<file path="src/rtl/pcie_rx_pkg.sv">
// Shared types and helpers for the PCIe VC0 receive credit-return block:
// TLP class, header field positions, credit record and credit arithmetic.
package pcie_rx_pkg;

  typedef enum logic [1:0] {
    CLS_P   = 2'd0,
    CLS_NP  = 2'd1,
    CLS_CPL = 2'd2
  } cls_e;

  localparam int FMT_HI  = 14;
  localparam int FMT_LO  = 13;
  localparam int TYPE_HI = 12;
  localparam int TYPE_LO = 8;
  localparam int LEN_HI  = 9;

  typedef struct packed {
    cls_e       cls;
    logic [8:0] dcred;
  } cred_rec_t;

  localparam int REC_W = $bits(cred_rec_t);

  // One data credit per 4 DW; a zero length field encodes 1024 DW.
  function automatic logic [8:0] calc_dcred(input logic [1:0] fmt, input logic [9:0] length);
    logic [10:0] sum;
    sum = {1'b0, length} + 11'd3;
    if (!fmt[1])
      return 9'd0;
    else if (length == 10'd0)
      return 9'd256;
    else
      return sum[10:2];
  endfunction

  function automatic cred_rec_t classify(input logic [1:0] fmt, input logic [4:0] typ,
                                         input logic [9:0] length);
    cred_rec_t r;
    r.dcred = calc_dcred(fmt, length);
    if (typ[4:3] == 2'b10)
      r.cls = CLS_P;
    else if (typ[4:1] == 4'b0000)
      r.cls = fmt[1] ? CLS_P : CLS_NP;
    else if (typ == 5'b00010 || typ[4:1] == 4'b0010)
      r.cls = CLS_NP;
    else if (typ[4:1] == 4'b0101) begin
      r.cls   = CLS_CPL;
      r.dcred = 9'd0;
    end else begin
      r.cls   = CLS_NP;
      r.dcred = 9'd0;
    end
    return r;
  endfunction

endpackage

</file>
<file path="src/rtl/pcie_credit_fifo.sv">
// Show-ahead synchronous FIFO holding one credit record per received TLP.
module pcie_credit_fifo #(
  parameter int DEPTH = 8,
  parameter int WIDTH = 11
) (
  input  logic                       clk,
  input  logic                       rst,
  input  logic                       wr_en,
  input  logic [WIDTH-1:0]           wr_data,
  input  logic                       rd_en,
  output logic [WIDTH-1:0]           rd_data,
  output logic [$clog2(DEPTH+1)-1:0] count,
  output logic                       full,
  output logic                       empty
);
  localparam int AW = $clog2(DEPTH);
  localparam int CW = $clog2(DEPTH+1);

  logic [WIDTH-1:0] mem [DEPTH];
  logic [AW-1:0]    wr_ptr, rd_ptr;
  logic             do_wr, do_rd;

  assign empty   = (count == '0);
  assign full    = (count == CW'(DEPTH));
  assign do_rd   = rd_en && !empty;
  // A write into a full FIFO is accepted only when a read frees a slot this cycle.
  assign do_wr   = wr_en && (!full || do_rd);
  assign rd_data = mem[rd_ptr];

  always_ff @(posedge clk or posedge rst) begin
    if (rst) begin
      wr_ptr <= '0;
      rd_ptr <= '0;
      count  <= '0;
    end else begin
      if (do_wr) wr_ptr <= wr_ptr + AW'(1);
      if (do_rd) rd_ptr <= rd_ptr + AW'(1);
      count <= count + CW'(do_wr) - CW'(do_rd);
    end
  end

  always_ff @(posedge clk) begin
    if (do_wr) mem[wr_ptr] <= wr_data;
  end

endmodule

</file>
<file path="src/rtl/pcie_rx_credit_ret.sv">
// VC0 receive credit return: parses TLP headers, queues credit records and
// returns credits on acknowledge. Define PCIE_RX_AUTO_REL_EN to release without acknowledge.
module pcie_rx_credit_ret
  import pcie_rx_pkg::*;
#(
  parameter int DEPTH        = 8,
  parameter int AFULL_MARGIN = 1
) (
  input  logic                       sys_clk_125,
  input  logic                       rst,
  input  logic [15:0]                rx_data_vc0,
  input  logic                       rx_st_vc0,
  input  logic                       rx_end_vc0,
  input  logic                       tlp_done,
  output logic                       ph_processed_vc0,
  output logic                       pd_processed_vc0,
  output logic [7:0]                 pd_num_vc0,
  output logic                       nph_processed_vc0,
  output logic                       npd_processed_vc0,
  output logic [7:0]                 npd_num_vc0,
  output logic                       ph_buf_status_vc0,
  output logic                       pd_buf_status_vc0,
  output logic                       nph_buf_status_vc0,
  output logic                       npd_buf_status_vc0,
  output logic [$clog2(DEPTH+1)-1:0] pend_cnt,
  output logic                       err_ovf,
  output logic                       err_unf
);
  localparam int              CW       = $clog2(DEPTH+1);
  localparam logic [CW-1:0]   AFULL_TH = CW'(DEPTH - AFULL_MARGIN);

  typedef enum logic [1:0] {P_IDLE, P_HDR1, P_BODY} p_state_e;
  typedef enum logic [1:0] {R_IDLE, R_XFER, R_REM}  r_state_e;

  function automatic logic [7:0] sat8(input logic [8:0] v);
    return v[8] ? 8'hFF : v[7:0];
  endfunction

  p_state_e         p_state;
  r_state_e         r_state;
  logic [1:0]       fmt_p0;
  logic [4:0]       typ_p0;
  cred_rec_t        rec_p1;
  logic             vld_p1;
  logic [REC_W-1:0] head_bits;
  cred_rec_t        head;
  logic             fifo_full, fifo_empty, pop, rel_go, rem_p, buf_st;
  cls_e             cur_cls;
  logic             unused_rx;

  assign unused_rx = rx_data_vc0[15];
  assign head      = cred_rec_t'(head_bits);

  // Stage p0: header word0 capture; stage p1: classified record ready to push.
  always_ff @(posedge sys_clk_125 or posedge rst) begin
    if (rst) begin
      p_state <= P_IDLE;
      vld_p1  <= 1'b0;
    end else begin
      vld_p1 <= 1'b0;
      if (rx_st_vc0) begin
        p_state <= P_HDR1;
      end else begin
        case (p_state)
          P_HDR1: begin
            vld_p1  <= 1'b1;
            p_state <= P_BODY;
          end
          P_BODY:  if (rx_end_vc0) p_state <= P_IDLE;
          default: ;
        endcase
      end
    end
  end

  always_ff @(posedge sys_clk_125) begin
    if (rx_st_vc0) begin
      fmt_p0 <= rx_data_vc0[FMT_HI:FMT_LO];
      typ_p0 <= rx_data_vc0[TYPE_HI:TYPE_LO];
    end
    if (p_state == P_HDR1 && !rx_st_vc0)
      rec_p1 <= classify(fmt_p0, typ_p0, rx_data_vc0[LEN_HI:0]);
  end

  pcie_credit_fifo #(.DEPTH(DEPTH), .WIDTH(REC_W)) u_fifo (
    .clk     (sys_clk_125),
    .rst     (rst),
    .wr_en   (vld_p1),
    .wr_data (rec_p1),
    .rd_en   (pop),
    .rd_data (head_bits),
    .count   (pend_cnt),
    .full    (fifo_full),
    .empty   (fifo_empty)
  );

  assign pop = (r_state == R_IDLE) && rel_go;

`ifdef PCIE_RX_AUTO_REL_EN
  logic unused_done;
  assign unused_done = tlp_done;
  assign rel_go      = !fifo_empty;

  always_ff @(posedge sys_clk_125 or posedge rst) begin
    if (rst) err_unf <= 1'b0;
    else     err_unf <= 1'b0;
  end
`else
  logic [CW-1:0] done_cnt;
  logic          done_ok;

  // Acknowledges can never outrun the records actually queued.
  assign done_ok = tlp_done && (done_cnt != pend_cnt);
  assign rel_go  = (done_cnt != '0) && !fifo_empty;

  always_ff @(posedge sys_clk_125 or posedge rst) begin
    if (rst) begin
      done_cnt <= '0;
      err_unf  <= 1'b0;
    end else begin
      done_cnt <= done_cnt + CW'(done_ok) - CW'(pop);
      if (tlp_done && !done_ok) err_unf <= 1'b1;
    end
  end
`endif

  // Stage p2: registered credit pulses; 256 data credits split as 255 + 1.
  always_ff @(posedge sys_clk_125 or posedge rst) begin
    if (rst) begin
      r_state           <= R_IDLE;
      rem_p             <= 1'b0;
      cur_cls           <= CLS_CPL;
      ph_processed_vc0  <= 1'b0;
      pd_processed_vc0  <= 1'b0;
      pd_num_vc0        <= 8'd0;
      nph_processed_vc0 <= 1'b0;
      npd_processed_vc0 <= 1'b0;
      npd_num_vc0       <= 8'd0;
    end else begin
      ph_processed_vc0  <= 1'b0;
      pd_processed_vc0  <= 1'b0;
      pd_num_vc0        <= 8'd0;
      nph_processed_vc0 <= 1'b0;
      npd_processed_vc0 <= 1'b0;
      npd_num_vc0       <= 8'd0;
      case (r_state)
        R_IDLE: if (pop) begin
          r_state <= R_XFER;
          rem_p   <= head.dcred[8];
          cur_cls <= head.cls;
          if (head.cls == CLS_P) begin
            ph_processed_vc0 <= 1'b1;
            pd_processed_vc0 <= |head.dcred;
            pd_num_vc0       <= sat8(head.dcred);
          end else if (head.cls == CLS_NP) begin
            nph_processed_vc0 <= 1'b1;
            npd_processed_vc0 <= |head.dcred;
            npd_num_vc0       <= sat8(head.dcred);
          end
        end
        R_XFER: begin
          if (rem_p) begin
            r_state <= R_REM;
            if (cur_cls == CLS_P) begin
              pd_processed_vc0 <= 1'b1;
              pd_num_vc0       <= 8'd1;
            end else if (cur_cls == CLS_NP) begin
              npd_processed_vc0 <= 1'b1;
              npd_num_vc0       <= 8'd1;
            end
          end else begin
            r_state <= R_IDLE;
          end
        end
        default: r_state <= R_IDLE;
      endcase
    end
  end

  always_ff @(posedge sys_clk_125 or posedge rst) begin
    if (rst) begin
      err_ovf <= 1'b0;
      buf_st  <= 1'b0;
    end else begin
      if (vld_p1 && fifo_full && !pop) err_ovf <= 1'b1;
      buf_st <= (pend_cnt >= AFULL_TH);
    end
  end

  assign ph_buf_status_vc0  = buf_st;
  assign pd_buf_status_vc0  = buf_st;
  assign nph_buf_status_vc0 = buf_st;
  assign npd_buf_status_vc0 = buf_st;

endmodule

</file>
<file path="config.mk">
export PLATFORM = sky130hd
export DESIGN_NAME = pcie_rx_credit_ret
export DESIGN_NICKNAME = d
export VERILOG_FILES = /design/src/rtl/pcie_rx_pkg.sv /design/src/rtl/pcie_credit_fifo.sv /design/src/rtl/pcie_rx_credit_ret.sv
export SDC_FILE = /design/constraint.sdc
export NUM_CORES = 1
export LEC_CHECK = 0
export BUFFER_PORTS_ARGS = -buffer_cell sky130_fd_sc_hd__buf_2
export CAP_MARGIN = 10
export CORE_MARGIN = 3
export CORE_UTILIZATION = 53
export DETAILED_ROUTE_END_ITERATION = 8
export PLACE_DENSITY = 0.71
export SYNTH_ARGS = -nofsm -noshare
export SYNTH_HDL_FRONTEND = slang
export SYNTH_HIERARCHICAL = 1
export SYNTH_SLANG_ARGS = --single-unit
</file>
<file path="constraint.sdc">
create_clock -name sys_clk_125 -period 3 [get_ports sys_clk_125]
set_input_delay 0.6 -clock sys_clk_125 [delete_from_list [all_inputs] [get_ports sys_clk_125]]
set_output_delay 0.6 -clock sys_clk_125 [all_outputs]
set_load 0.02 [all_outputs]
</file>
Word level (Yosys, flattened, before mapping)
Memory sizes are Yosys's and may differ from the RTL's.
Index checks and enable logic that the tools add are counted.

storage, ports and cells
  output and inout bits = 30
  bits in writable memories = 88
  input port bits = 21
  bits in registers = 63
  memories kept = 1
  logic and storage cells = 122

memory list
  name        words  width  read ports  clocked after Yosys merged registers in  write ports  RTL line                RTL
  u_fifo.mem  8      11     1           0                                        1            pcie_credit_fifo.sv:19  logic [WIDTH-1:0] mem [DEPTH];

operators by class
  magnitude comparators = 1
  equality and inequality tests = 13
  muxes and demuxes = 51
  reduce and logical (&&, ||, !) cells = 27
  add/subtract/negate cells = 7

operators by type and width
  kind                     number
  $mux W8                  6
  $mux W9                  5
  $pmux W8 S2              2
  $mux W1                  27
  $mux W2                  6
  $add A10 B2 Y11 const B  1
  $mux W11                 1
  $logic_not A10 Y1        1
  $logic_and A1 B1 Y1      9
  $reduce_or A9 Y1         1
  $add A4 B1 Y4            2
  $eq A2 B1 Y1 const B     4
  $logic_not A4 Y1         2
  $pmux W2 S2              2
  $sub A4 B1 Y4            2
  $add A3 B1 Y3 const B    2
  $logic_not A2 Y1         3
  $eq A5 B2 Y1 const B     1
  $logic_not A1 Y1         5
  $eq A2 B2 Y1 const B     2
  $eq A4 B2 Y1 const B     1
  $eq A4 B3 Y1 const B     1
  $eq A4 B4 Y1 const B     1
  $ge A4 B3 Y1 const B     1
  8 further kinds          11

Depth between registers and ports, before layout
  depth in word-level cells = 9
  gate-level depth with buffers = 12
  gate-level depth less buffers = 12

Cells and area by module
Netlist, hierarchy kept.

by module, submodules not included
  module              cells an instance  times used  area an instance (um^2)
  pcie_credit_fifo    190                1           4,007.6
  pcie_rx_credit_ret  177                1           2,187.1

Worst setup path after synthesis
No wires, ideal clock.

  path kind = reg2reg
  start point = register u_fifo.count[2]
  end point = memory u_fifo.mem[1][0] (enable)
  data arrival time = 2.972 ns
  path slack = -0.380 ns
  path buffers = 0
  required time = 2.592 ns
  stages on the path, launching flop included = 10
  cells stage by stage = dfrtp_1 > inv_1 > ha_1 > nor3b_1 > nor3_2 > nand2b_1 > inv_1 > nor2b_1 > nor2_1 > nor4_1

on the way
  word-level cells in the longest chain between the ends = 9

ends and longest elaborated chain
  what                           RTL line                   RTL
  start: declaration             pcie_credit_fifo.sv:12     output logic [$clog2(DEPTH+1)-1:0] count,
  start signal: assignment       pcie_credit_fifo.sv:38     count <= count + CW'(do_wr) - CW'(do_rd);
  $logic_not A4 Y1               pcie_credit_fifo.sv:23     assign empty = (count == '0);
  net fifo_empty                 pcie_rx_credit_ret.sv:47   logic fifo_full, fifo_empty, pop, rel_go, rem_p, buf_st;
  $logic_not A1 Y1               pcie_rx_credit_ret.sv:114  assign rel_go = (done_cnt != '0) && !fifo_empty;
  $logic_and A1 B1 Y1            pcie_rx_credit_ret.sv:114
  $logic_and A1 B1 Y1            pcie_rx_credit_ret.sv:97   assign pop = (r_state == R_IDLE) && rel_go;
  net pop                        pcie_rx_credit_ret.sv:47
  $logic_and A1 B1 Y1            pcie_credit_fifo.sv:25     assign do_rd = rd_en && !empty;
  $logic_or A1 B1 Y1             pcie_credit_fifo.sv:27     assign do_wr = wr_en && (!full || do_rd);
  $logic_and A1 B1 Y1            pcie_credit_fifo.sv:27
  $mux W1                        pcie_credit_fifo.sv:43     if (do_wr) mem[wr_ptr] <= wr_data;
  $mux W1 (implied by the code)  pcie_credit_fifo.sv:43
  end: declaration               pcie_credit_fifo.sv:19

The timed path passes the listed nets, and every way through them passes these cells.

Worst setup path in the final report
  start point = register u_fifo.count[2]
  end point = memory u_fifo.mem[0][3] (enable)

The elaborated chain is that of the path after synthesis.

==> flow_summary.yaml <==
status:
  status: "complete, no violations"
floorplan:
  chipHeight_um: 114
  core_um2: 11100
  start_util_pct: 55.7
  die_w_um: 114
  rows: 38
  io-pin-count: 51
  dieArea_um2: 13000
finish:
  syn_to_final_growth_pct: 17.7
  antennaDiodeCount: 0
  nets: 471
  final_layout_size_suffix_gt1_share_pct: 28.3
critical_path:
  startpoint_type: "flop"
  critical_path_class: "flop to flop"
  critical_path_arrival_ns: 2.84
  path_cells: "inv_1, ha_1, nor3b_2, nor3_2, nand2b_1, inv_1, nor2b_1, o21ai_0, nor3_2, buf_4"
  endpoint_kind: "flop"
  crit_slowest_cell: "dfrtp_1"
  crit_buf_inv: 3
  cp_top_family: "simple AND/OR/NAND/NOR gates"
  required_ns: 3.11
  crit_fanout: 11
  critPathMaxStageDelay_ns: 0.39
sta:
  timing.final.crit_share_pct: 91.2
  slew_violations: 0
  setup_viol: 0
  worstMarginPinSlew_ns: 0.639
  clock_skew_ns: 0.00712
  fin_crit_ns: 2.74
  fmax_mhz: 365
  worst_slack_ns: 0.264
  hold_ws_ns: 0.165
  hold_violations: 0
  slew_headroom_pct: 57.4
  rsz0062_at_grt: "false"
cts:
  clockRootBuffer: "clkbuf_16"
  hold_buffers: 0
  clk-insertion-delay-late_ns: 0.41
  cts_buffer_depth: 2
  cts_tree: "done"
  numCtsBuffers: 17
  ctsResizeCount: 0
  htree_levels: 4
  cts_sinks: 150
  path_clk_slew_ns: 0.06
  post_cts_buffers: 0
route:
  vias: 3255
  route.detailed.drc: 0
  wirelength_mm: 10.3
  first_pass_iters: 5
  vias_per_cell: 5.54
  initialDrtViolationCount: 169
  antenna_left: 0
  wire_per_inst_um: 17.5
synthesis:
  yosysWarnings: 6
  postSynth.asyncResetShare_pct: 30.0
  ys_seq_area_share_pct: 69.1
  synthesis.instances: 367
  syn_area_um2: 6190
  synth_seq_cells: 150
  synth-edff-count: 105
  syn-num-nets: 402
  synth.avg_cell_area_um2: 16.9
  synthDistinctLibCells: 48
  synth_ff_type: "edfxtp_1"
placed_design:
  dp_hpwl_mm: 6.77
  gp_congestion: 0.749
  io_buffer_count: 48
  dp_slack_ns: 0.263
global_routing:
  grt-ovfl-total: 0
  grt_pass1_wl_mm: 17.0
  grt_start_max_net_pins: 36
  antenna_found_initial: 0
  grt_pass1_vias: 3261
  grt_usage_pct: 17.7
pwr:
  leakage_nw: 2.93
  power.density_nw_per_um2: 1020
  ir_drop_mv: 0.899
flow_run:
  drv_cap: 0
hold_path:
  worstHoldPathType: "input pin to asynchronous set/reset pin"
-- path summary, 6_finish.rpt --
kind | from | endpoint | slack [ns] | cells after the start
max | u_fifo/count[2]$_DFF_PP0_ | u_fifo/mem[0][3]$_DFFE_PP_ | 0.26 | 10
min | rst | u_fifo/rd_ptr[1]$_DFFE_PP0N_ | 0.17 | 2
max reg2reg | u_fifo/count[2]$_DFF_PP0_ | u_fifo/mem[0][3]$_DFFE_PP_ | 0.26 | 10
min reg2reg | err_unf$_DFFE_PP0P_ | err_unf$_DFFE_PP0P_ | 0.47 | 1
max in group asynchronous | rst | cur_cls[1]$_DFFE_PP1P_ | 2.36 | 3
min in group sys_clk_125 | rx_data_vc0[12] | typ_p0[4]$_DFFE_PP_ | 0.36 | 1
-- layout make-up --
cell class,count,area [um2]
flip-flops and latches,150,4280
clock inverters,13,206
repair buffers,63,353
multi-input cells,182,1760
fillers,767,3840
inverters,22,82.6
well taps,140,175
clock buffers,18,429
-- power by group --
part	switching [W]	leakage (nW)	internal [W]
registers	0.000301	1.53	0.00261
logic	0.00121	1.11	0.00105
clock network	0.000789	0.294	0.00147
-- cell usage in the layout, fill, tap and decap left out, drive strengths merged, types with 2 or more instances in the layout --
cell / count
edfxtp: 105
buf: 63
dfrtp: 44
nor2: 35
inv: 22
mux4: 22
clkbuf: 18
mux2: 16
ha: 12
xor2: 11
o21ai: 10
nor3: 9
nand2: 7
nor4: 6
nand2b: 5
a21oi: 5
xnor2: 5
a21o: 5
bufinv: 5
clkinvlp: 5
or3: 3
a211oi: 3
nor3b: 3
clkinv: 3
and3: 2
or3b: 2
a31o: 2
fa: 2
nor2b: 2
o211ai: 2
-- stage by stage --
step / cell area (um2) / instances / TNS (ns) / power (W) / utilization, %
finish: 7290 / 588 / 0 / 0.00742 / 65.5
detailed placement: 6650 / 557 / 0 / 0.00521 / 59.8
global route: 7290 / 588 / 0 / 0.00787 / 65.5
floorplan: 6210 / 367 / -2.21 / 0.00461 / -
global placement: 6650 / 557 / 0 / 0.00514 / 59.8
CTS: 7280 / 588 / 0 / 0.00750 / 65.5
-- state kept, by name (all words and copies together) (netlist names), 2 cells and up --
register	cells
pd_num_vc0	8
u_fifo/rd_ptr	3
done_cnt	4
cur_cls	2
r_state	2
rec_p1	11
u_fifo/mem	88
u_fifo/wr_ptr	3
npd_num_vc0	8
u_fifo/count	4
typ_p0	5
p_state	2
-- logic make-up (layout without fill, tap and decap cells) --
family	after synthesis	after routing	synth area share (%)
mux	39	39	12.3
compound gates	31	31	3.80
flops	150	150	69.1
fa+ha+maj	14	14	3.07
buf+inv	35	116	2.71
simple gates	82	82	6.79
xor+xnor	16	16	2.26
-- synth_stat cells, types with 2 or more instances --
library cell	instances	area [um2]
xnor2_1	5	43.8
nor3b_1	3	22.5
buf_6	3	33.8
a31o_2	2	17.5
o21ai_2	3	26.3
xor2_1	11	96.3
buf_1	2	7.51
mux4_1	20	526
or3b_2	2	17.5
o21ai_0	7	35.0
and3_1	2	12.5
a211oi_1	3	22.5
nor3_1	8	40.0
a21oi_1	5	25.0
nor4_1	6	37.5
inv_1	22	82.6
nor2_1	35	131
mux2_2	16	180
edfxtp_1	105	3150
nor2b_1	2	12.5
fa_1	2	40.0
nand2b_1	5	31.3
buf_2	2	10.0
mux4_2	2	45.0
clkbuf_1	3	11.3
buf_4	3	22.5
nand2_1	7	26.3
a21o_1	5	37.5
dfrtp_1	44	1100
or3_1	3	18.8
ha_1	12	150
-- layer usage --
metal	up-vias	GRT usage, %	wire length (um)
met5	-	0	0
met4	0	6.89	140
met3	14	4.97	598
met2	99	28.5	5230
met1	1612	23.1	4340
li1	1530	-	-
(Power assumes the default switching activity.)
